==> src/rtl/fnd_pkg.sv <==
// Shared constants and the digit-to-segment mapping for the 4-digit FND scanner.
// Segments are active-low, ordered {dp,g,f,e,d,c,b,a}; commons are active-low.
package fnd_pkg;

  localparam logic [7:0] SEG_0     = 8'hC0;
  localparam logic [7:0] SEG_1     = 8'hF9;
  localparam logic [7:0] SEG_2     = 8'hA4;
  localparam logic [7:0] SEG_3     = 8'hB0;
  localparam logic [7:0] SEG_4     = 8'h99;
  localparam logic [7:0] SEG_5     = 8'h92;
  localparam logic [7:0] SEG_6     = 8'h82;
  localparam logic [7:0] SEG_7     = 8'hF8;
  localparam logic [7:0] SEG_8     = 8'h80;
  localparam logic [7:0] SEG_9     = 8'h90;
  localparam logic [7:0] SEG_BLANK = 8'hFF;
  localparam logic [3:0] COM_OFF   = 4'b1111;

  typedef logic [1:0] digit_sel_t;

  // Codes 10..15 are not decimal digits and render dark.
  function automatic logic [7:0] seg_of(input logic [3:0] digit);
    case (digit)
      4'd0:    return SEG_0;
      4'd1:    return SEG_1;
      4'd2:    return SEG_2;
      4'd3:    return SEG_3;
      4'd4:    return SEG_4;
      4'd5:    return SEG_5;
      4'd6:    return SEG_6;
      4'd7:    return SEG_7;
      4'd8:    return SEG_8;
      4'd9:    return SEG_9;
      default: return SEG_BLANK;
    endcase
  endfunction

  function automatic logic [3:0] com_of(input digit_sel_t sel);
    return ~(4'b0001 << sel);
  endfunction

endpackage

==> src/rtl/fnd_bcd_decoder.sv <==
// Combinational BCD digit to active-low 7-segment pattern (dp held off).
module fnd_bcd_decoder
  import fnd_pkg::*;
(
  input  logic [3:0] i_digit,
  output logic [7:0] o_seg
);

  assign o_seg = seg_of(i_digit);

endmodule

==> src/rtl/fnd_scan_ctrl.sv <==
// Multiplexed 4-digit FND scanner: divides clk into digit slots, snapshots the
// input once per full scan and drives registered active-low commons/segments.
module fnd_scan_ctrl
  import fnd_pkg::*;
#(
  parameter int DATA_W   = 5,
  parameter int TICK_DIV = 100_000
) (
  input  logic              clk,
  input  logic              rst_n,
  input  logic              en,
  input  logic              blank_en,
  input  logic [DATA_W-1:0] value_in,
  output logic [3:0]        fnd_com,
  output logic [7:0]        fnd_data,
  output logic              scan_tick
);

  localparam int               CNT_W     = $clog2(TICK_DIV);
  localparam logic [CNT_W-1:0] TICK_LAST = CNT_W'(TICK_DIV - 1);
  localparam logic [CNT_W-1:0] CNT_ONE   = CNT_W'(1);

  logic [CNT_W-1:0]  r_tick_cnt;
  digit_sel_t        r_digit_sel;
  logic [DATA_W-1:0] r_shadow;
  logic [3:0]        r_fnd_com;
  logic [7:0]        r_fnd_data;
  logic              r_scan_tick;

  logic              w_tick_last;
  digit_sel_t        w_next_sel;
  logic              w_wrap;
  logic [DATA_W-1:0] w_value;
  logic [13:0]       w_v14;
  logic [3:0]        w_d0, w_d1, w_d2, w_d3;
  logic [3:0]        w_digit;
  logic              w_blank;
  logic [7:0]        w_seg;

  assign w_tick_last = (r_tick_cnt == TICK_LAST);
  assign w_next_sel  = r_digit_sel + 2'd1;
  assign w_wrap      = (w_next_sel == 2'd0);

  // Digit 0 of a new scan reads value_in directly so the whole scan shows the
  // same sample that is being captured into r_shadow on this edge.
  assign w_value = w_wrap ? value_in : r_shadow;
  assign w_v14   = 14'(w_value);

  assign w_d0 = 4'(w_v14 % 14'd10);
  assign w_d1 = 4'((w_v14 / 14'd10) % 14'd10);
  assign w_d2 = 4'((w_v14 / 14'd100) % 14'd10);
  assign w_d3 = 4'(w_v14 / 14'd1000);

  // NOTE: every signal assigned in always_comb gets a default first, so no
  // path through the case leaves it unassigned and no latch is inferred.
  always_comb begin
    w_digit = w_d0;
    w_blank = 1'b0;
    case (w_next_sel)
      2'd1: begin
        w_digit = w_d1;
        w_blank = blank_en && (w_d1 == 4'd0) && (w_d2 == 4'd0) && (w_d3 == 4'd0);
      end
      2'd2: begin
        w_digit = w_d2;
        w_blank = blank_en && (w_d2 == 4'd0) && (w_d3 == 4'd0);
      end
      2'd3: begin
        w_digit = w_d3;
        w_blank = blank_en && (w_d3 == 4'd0);
      end
      default: begin
        w_digit = w_d0;
        w_blank = 1'b0;
      end
    endcase
  end

  fnd_bcd_decoder u_bcd_decoder (
    .i_digit (w_digit),
    .o_seg   (w_seg)
  );

  // NOTE: state registers use non-blocking assignments so every flop samples
  // the pre-edge values, independent of statement order in this block.
  always_ff @(posedge clk) begin
    if (!rst_n) begin
      r_tick_cnt  <= '0;
      r_digit_sel <= 2'd3;
      r_shadow    <= '0;
      r_fnd_com   <= COM_OFF;
      r_fnd_data  <= SEG_BLANK;
      r_scan_tick <= 1'b0;
    end else begin
      r_scan_tick <= w_tick_last;
      if (w_tick_last) begin
        r_tick_cnt  <= '0;
        r_digit_sel <= w_next_sel;
        if (w_wrap) begin
          r_shadow <= value_in;
        end
        if (en) begin
          r_fnd_com  <= com_of(w_next_sel);
          r_fnd_data <= w_blank ? SEG_BLANK : w_seg;
        end else begin
          r_fnd_com  <= COM_OFF;
          r_fnd_data <= SEG_BLANK;
        end
      end else begin
        r_tick_cnt <= r_tick_cnt + CNT_ONE;
      end
    end
  end

  assign fnd_com   = r_fnd_com;
  assign fnd_data  = r_fnd_data;
  assign scan_tick = r_scan_tick;

endmodule

==> config.mk <==
export PLATFORM = sky130hd
export DESIGN_NAME = fnd_scan_ctrl
export DESIGN_NICKNAME = d
export VERILOG_FILES = /design/src/rtl/fnd_pkg.sv /design/src/rtl/fnd_bcd_decoder.sv /design/src/rtl/fnd_scan_ctrl.sv
export SDC_FILE = /design/constraint.sdc
export NUM_CORES = 1
export LEC_CHECK = 0
export CORE_UTILIZATION = 50
export DETAILED_ROUTE_END_ITERATION = 7
export GPL_TIMING_DRIVEN = 0
export PLACE_DENSITY = 0.72
export SLEW_MARGIN = 15
export SYNTH_ARGS = -nofsm -noshare
export SYNTH_HDL_FRONTEND = slang
export SYNTH_SLANG_ARGS = --single-unit
==> constraint.sdc <==
create_clock -name clk -period 3.95 [get_ports clk]
set_input_delay 0.79 -clock clk [delete_from_list [all_inputs] [get_ports clk]]
set_output_delay 0.79 -clock clk [all_outputs]
set_load 0.05 [all_outputs]
==> flow_summary.json, run 1 <==
{
  "nFillCells": 333,
  "drive_gt1_frac": 0.1183,
  "ys_seq_area_frac": 0.3465,
  "die_w_um": 65.59,
  "die_area_sq_um": 4302,
  "synth.distinct_cells": 54,
  "dp_slack_ps": 247.0,
  "ctsHoldBuffers": 0,
  "p_int_mw": 0.5303,
  "p_leak_nw": 0.9341,
  "clockBufferDepth": 2,
  "p_seq_frac": 0.506,
  "timing.rr.start": "r_digit_sel[0]",
  "post_cts_buffers": 0,
  "yosys.area_share.simple": 0.2661,
  "fmax_ghz": 0.2915,
  "synth-seq-cells": 35,
  "reg2reg_depth": 15,
  "startpoint": "value_in[2]",
  "p_sw_mw": 0.1767,
  "status": "complete, no violations",
  "cts_tree": "done",
  "critPathLaunchType": "primary input",
  "hold_class": "reg -> reg",
  "power.density_nw_per_um2": 299.6,
  "grt_pass1_vias": 1578,
  "comb_power_share": 0.123,
  "root_buffer": "clkbuf_8",
  "cp.required_ps": 4120,
  "r2r_slack_ps": 790,
  "r2r_end": "fnd_data[6]",
  "slowest_stage": "clkdlybuf4s50_1",
  "relSlewSlack": 0.6285,
  "antenna_found_initial": 0,
  "p_clk_frac": 0.370,
  "cpPeakStageDelay_ps": 520,
  "worstPathArrival_ps": 3600,
  "finalCritPeriodShare": 0.8686,
  "worst_slack_ps": 519.2,
  "min_period_ps": 3431,
  "antenna_left": 0,
  "crit_path_end_kind": "register",
  "clock_sinks": 35,
  "grt_start_max_net_pins": 11,
  "max_slew.worst_pin.slew_ps": 552.2,
  "route.detailed.drc": 0,
  "routabilityCongestion": 0.8675,
  "ctsResizeCount": 0,
  "drt_iter0_drc": 136,
  "area_growth_pct": 16.71,
  "hold_end": "r_tick_cnt[0]",
  "grt_overflow": 0,
  "synth_mux_area_frac": 0.05631,
  "crit_chain": "clkdlybuf4s50_1 -> mux2i_2 -> nand2_1 -> ha_1 -> nand2b_1 -> a21oi_1 -> o21ai_0 -> a31oi_1 -> inv_1 -> ha_1 -> nand4b_1 -> o21ai_0 -> a31oi_1",
  "setup.worst_path.class": "in -> reg",
  "holdWs_ps": 469.4,
  "rsz0062_at_grt": "false",
  "synth_top_family_by_area": "simple AND/OR/NAND/NOR gates",
  "fin_util": 0.6257,
  "initial_core_util": 0.5362,
  "clk_pin_slew_ps": 70,
  "slew_viol_final": 0,
  "synth-xor-area-share": 0.06064,
  "htree_levels": 2,
  "synth_nets": 254,
  "via_count": 1665,
  "fin_nets": 280,
  "totalPowerFinal_mw": 0.7070,
  "vias_per_cell": 5.371,
  "worst_skew_pair.late_latency_ps": 280,
  "core_area_sq_um": 3771,
  "hold_start": "r_tick_cnt[0]",
  "synthCells": 236,
  "dpl.hpwl_um": 2840,
  "dieHeight_um": 65.59,
  "crit_fanout": 7,
  "first_pass_iters": 4,
  "syn_avg_cell_area_sq_um": 8.568,
  "max_cap_violations": 0,
  "layout_common_cells": "nand2_1, dfxtp_1, nor2_1",
  "hold_viol_final": 0,
  "portBuffers": 19,
  "peakVddDrop_mv": 0.2401,
  "grt.total_usage": 0.2087,
  "synth_area_sq_um": 2022,
  "hold_path_depth": 1,
  "synth_adder_area_share": 0.06126,
  "grt_pass1_wl_um": 6824,
  "yosysWarnings": 0,
  "rows": 22,
  "cts_buffers": 5,
  "synth-compound-area-share": 0.1634,
  "io_pins": 22,
  "finClkSkew_ps": 4.056,
  "sw_frac_of_total": 0.2499,
  "setup_viol": 0,
  "wl_per_cell_um": 12.84,
  "finalSetupTns_ps": 0,
  "routed_wl_um": 3980,
  "antenna_cells": 0
}
==> stage by stage <==
step / std cells / instance area (sq um)
after floorplan: 236 / 2022
after global placement: 303 / 2272
after CTS: 310 / 2360
after global routing: 310 / 2360
final: 310 / 2360
after detailed placement: 303 / 2272
==> worst max-delay path by stage <==
stage | endpoint | slack [ps]
3_5_place_dp | fnd_data[5] | 250
2_1_floorplan | fnd_data[5] | 1060
4_1_cts | fnd_data[5] | 550
3_3_place_gp | fnd_data[5] | 270
6_report | fnd_data[6] | 520
5_1_grt | fnd_data[6] | 210
==> cell type report <==
type,instances,area (sq um),area share
buffer,10,66.31,0.02810
clock buffer,6,82.58,0.03499
clock inverter,1,5.005,0.002121
inverter,6,22.52,0.009544
multi-input combinational,185,1232,0.5223
sequential,35,700.7,0.2969
tap,48,60.06,0.02545
timing repair buffer,19,190.2,0.08059
==> per-layer routing <==
metal	routed length (um)	vias to the layer above	global-route usage
met3	134	4	0.05556
met2	1807	20	0.3363
met4	31	0	0.08424
met5	0	-	0
met1	2007	767	0.2623
li1	-	874	-
==> synthesized netlist by cell type, drive strengths merged <==
master / count / area (sq um)
maj3: 1 / 11.26
buf: 6 / 51.30
o41ai: 1 / 16.27
and4b: 1 / 10.01
o31a: 2 / 17.52
o211ai: 1 / 7.510
nor4: 3 / 25.02
and3: 4 / 25.02
o21a: 1 / 7.510
clkbuf: 4 / 15.01
nand2b: 1 / 6.260
nand4: 1 / 6.260
dfxtp: 35 / 700.7
nor4bb: 1 / 10.01
a21oi: 7 / 38.79
nand4b: 1 / 8.760
o211a: 1 / 10.01
and2: 5 / 31.28
nor3b: 1 / 7.510
a21boi: 4 / 30.03
and4: 2 / 17.52
xnor2: 5 / 43.79
xor2: 9 / 78.83
inv: 6 / 22.52
a221oi: 1 / 26.28
or3: 3 / 18.77
o21ai: 15 / 75.07
nand3: 15 / 75.07
a31oi: 3 / 18.77
nor3: 4 / 25.02
o22ai: 1 / 12.51
mux2: 5 / 67.56
ha: 9 / 112.6
nor2b: 2 / 12.51
o32a: 1 / 10.01
o2111a: 1 / 11.26
mux2i: 3 / 46.29
nor2: 28 / 107.6
nand2: 35 / 131.4
conb: 1 / 3.750
nand3b: 1 / 20.02
a211oi: 4 / 40.03
a211o: 1 / 8.760
==> sequential cells by signal, indices dropped and copies added, names as in the netlist <==
| name | count |
|---|---|
| r_shadow | 4 |
| r_tick_cnt | 17 |
| fnd_com | 4 |
| r_digit_sel | 2 |
| scan_tick | 1 |
| fnd_data | 7 |
==> critical path: cells and delay by family <==
| kind | cells | cell delay [ps] |
|---|---|---|
| multiplexers | 1 | 400 |
| AND/OR/NAND/NOR | 3 | 440 |
| adder cells (fa/ha/maj) | 2 | 500 |
| AO/OA/AOI/OAI | 5 | 780 |
| buffers and inverters | 2 | 680 |
==> power groups by stage <==
stage                     clock [mW]  combinational [mW]  sequential, mW
final                          0.262              0.0873           0.358
after global routing           0.285              0.0963           0.358
after CTS                      0.271              0.0872           0.358
after detailed placement           0              0.0863           0.366
after global placement             0              0.0856           0.366
after floorplan                    0              0.0646           0.365
==> logic make-up after synthesis <==
kind of cell               after synthesis
and+or+nand+nor                        108
DFF                                     35
xor gates and xnor gates                14
muxes                                    8
buffers and inverters                   16
AOI/OAI and AO/OA                       44
other                                    1
adders and majority gates               10
(Power assumes the default switching activity.)
==> run 2: changes to the inputs <==
Settings changed: DONT_BUFFER_PORTS set to 1, PLACE_DENSITY 0.72 to unset.
==> run 2 against run 1 <==
  * Clock power shrank 2%
  * Hold slack about the same
  * Power fell by 2.2%
  * Utilization is 5.1 points lower
  * Non-clock buffer count is 19 lower
  * Setup slack improved by 230 ps
  * Final cell count fell by 5.8%
  * Combinational power shrank 12%
  * Clock-buffer cell count is the same
  * Via count down 2.1%
  * Critical path depth grew 2
  * Largest cell class unchanged
  * Highest routed layer unchanged
==> flow_summary.json, run 2 (synthesis results as in run 1) <==
{
  "status": "complete, no violations",
  "hold_path_depth": 1,
  "setup_viol": 0,
  "peakVddDrop_mv": 0.2148,
  "antenna_found_initial": 0,
  "worstPathArrival_ps": 3370,
  "area_growth_pct": 7.178,
  "die_area_sq_um": 4302,
  "hold_class": "reg -> reg",
  "min_period_ps": 3197,
  "finalSetupTns_ps": 0,
  "grt_pass1_wl_um": 6975,
  "clock_sinks": 35,
  "grt_start_max_net_pins": 12,
  "seqCellArea_sq_um": 700.7,
  "met3_length_um": 150,
  "cp.required_ps": 4120,
  "worst_skew_pair.late_latency_ps": 290,
  "routed_wl_um": 4061,
  "holdWs_ps": 469.4,
  "r2r_end": "fnd_data[5]",
  "grt.total_usage": 0.2115,
  "critPathLaunchType": "register",
  "root_buffer": "clkbuf_8",
  "grt_overflow": 0,
  "route.detailed.drc": 0,
  "rows": 22,
  "crit_path_end_kind": "register",
  "largest_reg_flops": 17,
  "dpl.hpwl_um": 3029,
  "ctsResizeCount": 0,
  "comb_power_share": 0.111,
  "met1_length_um": 1901,
  "initial_core_util": 0.5362,
  "ctsHoldBuffers": 0,
  "grt_pass1_vias": 1571,
  "drt_iter0_drc": 87,
  "finalCritPeriodShare": 0.8093,
  "multi_input_area_sq_um": 1232,
  "p_clk_frac": 0.373,
  "relSlewSlack": 0.6550,
  "vias_per_cell": 5.582,
  "post_cts_buffers": 0,
  "sw_frac_of_total": 0.2614,
  "nFillCells": 344,
  "die_w_um": 65.59,
  "crit_fanout": 10,
  "cts_buffers": 5,
  "fin_nets": 261,
  "hold_end": "r_tick_cnt[0]",
  "routabilityCongestion": 0.8335,
  "via_count": 1630,
  "power.density_nw_per_um2": 319.2,
  "regMostFlops": "r_tick_cnt",
  "wl_per_cell_um": 13.91,
  "htree_levels": 2,
  "antenna_cells": 0,
  "slew_viol_final": 0,
  "dr.max_layer_used": "met4",
  "r2r_slack_ps": 750,
  "drive_gt1_frac": 0.1270,
  "portBuffers": 0,
  "max_slew.worst_pin.slew_ps": 516.9,
  "finClkSkew_ps": 11.12,
  "core_area_sq_um": 3771,
  "layout_common_cells": "nand2_1, dfxtp_1, nor2_1",
  "first_pass_iters": 4,
  "clk_pin_slew_ps": 80,
  "dieHeight_um": 65.59,
  "dr_wl_met2_um": 1964,
  "hold_viol_final": 0,
  "hold_start": "r_tick_cnt[0]",
  "p_sw_mw": 0.1808,
  "p_int_mw": 0.5110,
  "io_pins": 22,
  "antenna_left": 0,
  "timing.rr.start": "r_digit_sel[0]",
  "reg2reg_depth": 15,
  "p_seq_frac": 0.517,
  "clockBufferDepth": 2,
  "setup.worst_path.class": "reg -> reg",
  "rsz0062_at_grt": "false",
  "p_leak_nw": 0.8486,
  "cts_tree": "done",
  "fmax_ghz": 0.3128,
  "max_cap_violations": 0
}
[run 2: metal layers]
metal | vias to the layer above | global-route usage
li1 | 836 | -
met1 | 766 | 0.2585
met2 | 23 | 0.3608
met3 | 5 | 0.05035
met4 | 0 | 0.07065
met5 | - | 0
[run 2: metrics by stage]
stage | cells | worst slack [ps] | power (mW) | util | instance area (sq um)
floorplan | 236 | 1065 | 0.4300 | - | 2022
global placement | 284 | 814.5 | 0.4400 | 0.5521 | 2082
detailed placement | 284 | 767.2 | 0.4424 | 0.5521 | 2082
CTS | 292 | 757.9 | 0.6981 | 0.5747 | 2167
global route | 292 | 431.6 | 0.7228 | 0.5747 | 2167
finish | 292 | 753.5 | 0.6918 | 0.5747 | 2167
[run 2: worst max-delay path by stage]
stage | from | end | slack [ps] | cells past startpoint
6_report | r_digit_sel[0] | fnd_data[5] | 750 | 15
5_1_grt | r_digit_sel[0] | fnd_data[5] | 430 | 15
4_1_cts | r_digit_sel[0] | fnd_data[5] | 760 | 15
3_5_place_dp | value_in[3] | fnd_data[5] | 770 | 13
3_3_place_gp | value_in[3] | fnd_data[5] | 810 | 13
2_1_floorplan | value_in[3] | fnd_data[5] | 1060 | 13
[run 2: power groups by stage]
stage	logic (mW)	registers (mW)	clock network, mW
4_1_cts	0.0768	0.357	0.264
2_1_floorplan	0.0646	0.365	0
3_5_place_dp	0.0766	0.366	0
3_3_place_gp	0.0743	0.366	0
5_1_grt	0.0863	0.358	0.279
6_report	0.0765	0.358	0.258
[run 2: cell type report]
class	instances	area share
Inverter	6	0.01039
Buffer	10	0.03060
Clock buffer	6	0.03349
Clock inverter	2	0.005774
Sequential cell	35	0.3233
Multi-Input combinational cell	185	0.5687
Tap cell	48	0.02771
[run 2: critical path: stages, from the launching register on]
cell,delay (ps)
dfxtp_1,380
ha_1,180
buf_6,140
mux2i_4,300
buf_6,180
nand2_1,60
ha_1,300
nand2b_1,170
a21oi_1,150
o21ai_0,140
a31oi_1,350
inv_1,160
ha_1,210
nand4b_1,180
o21ai_0,110
a31oi_1,60
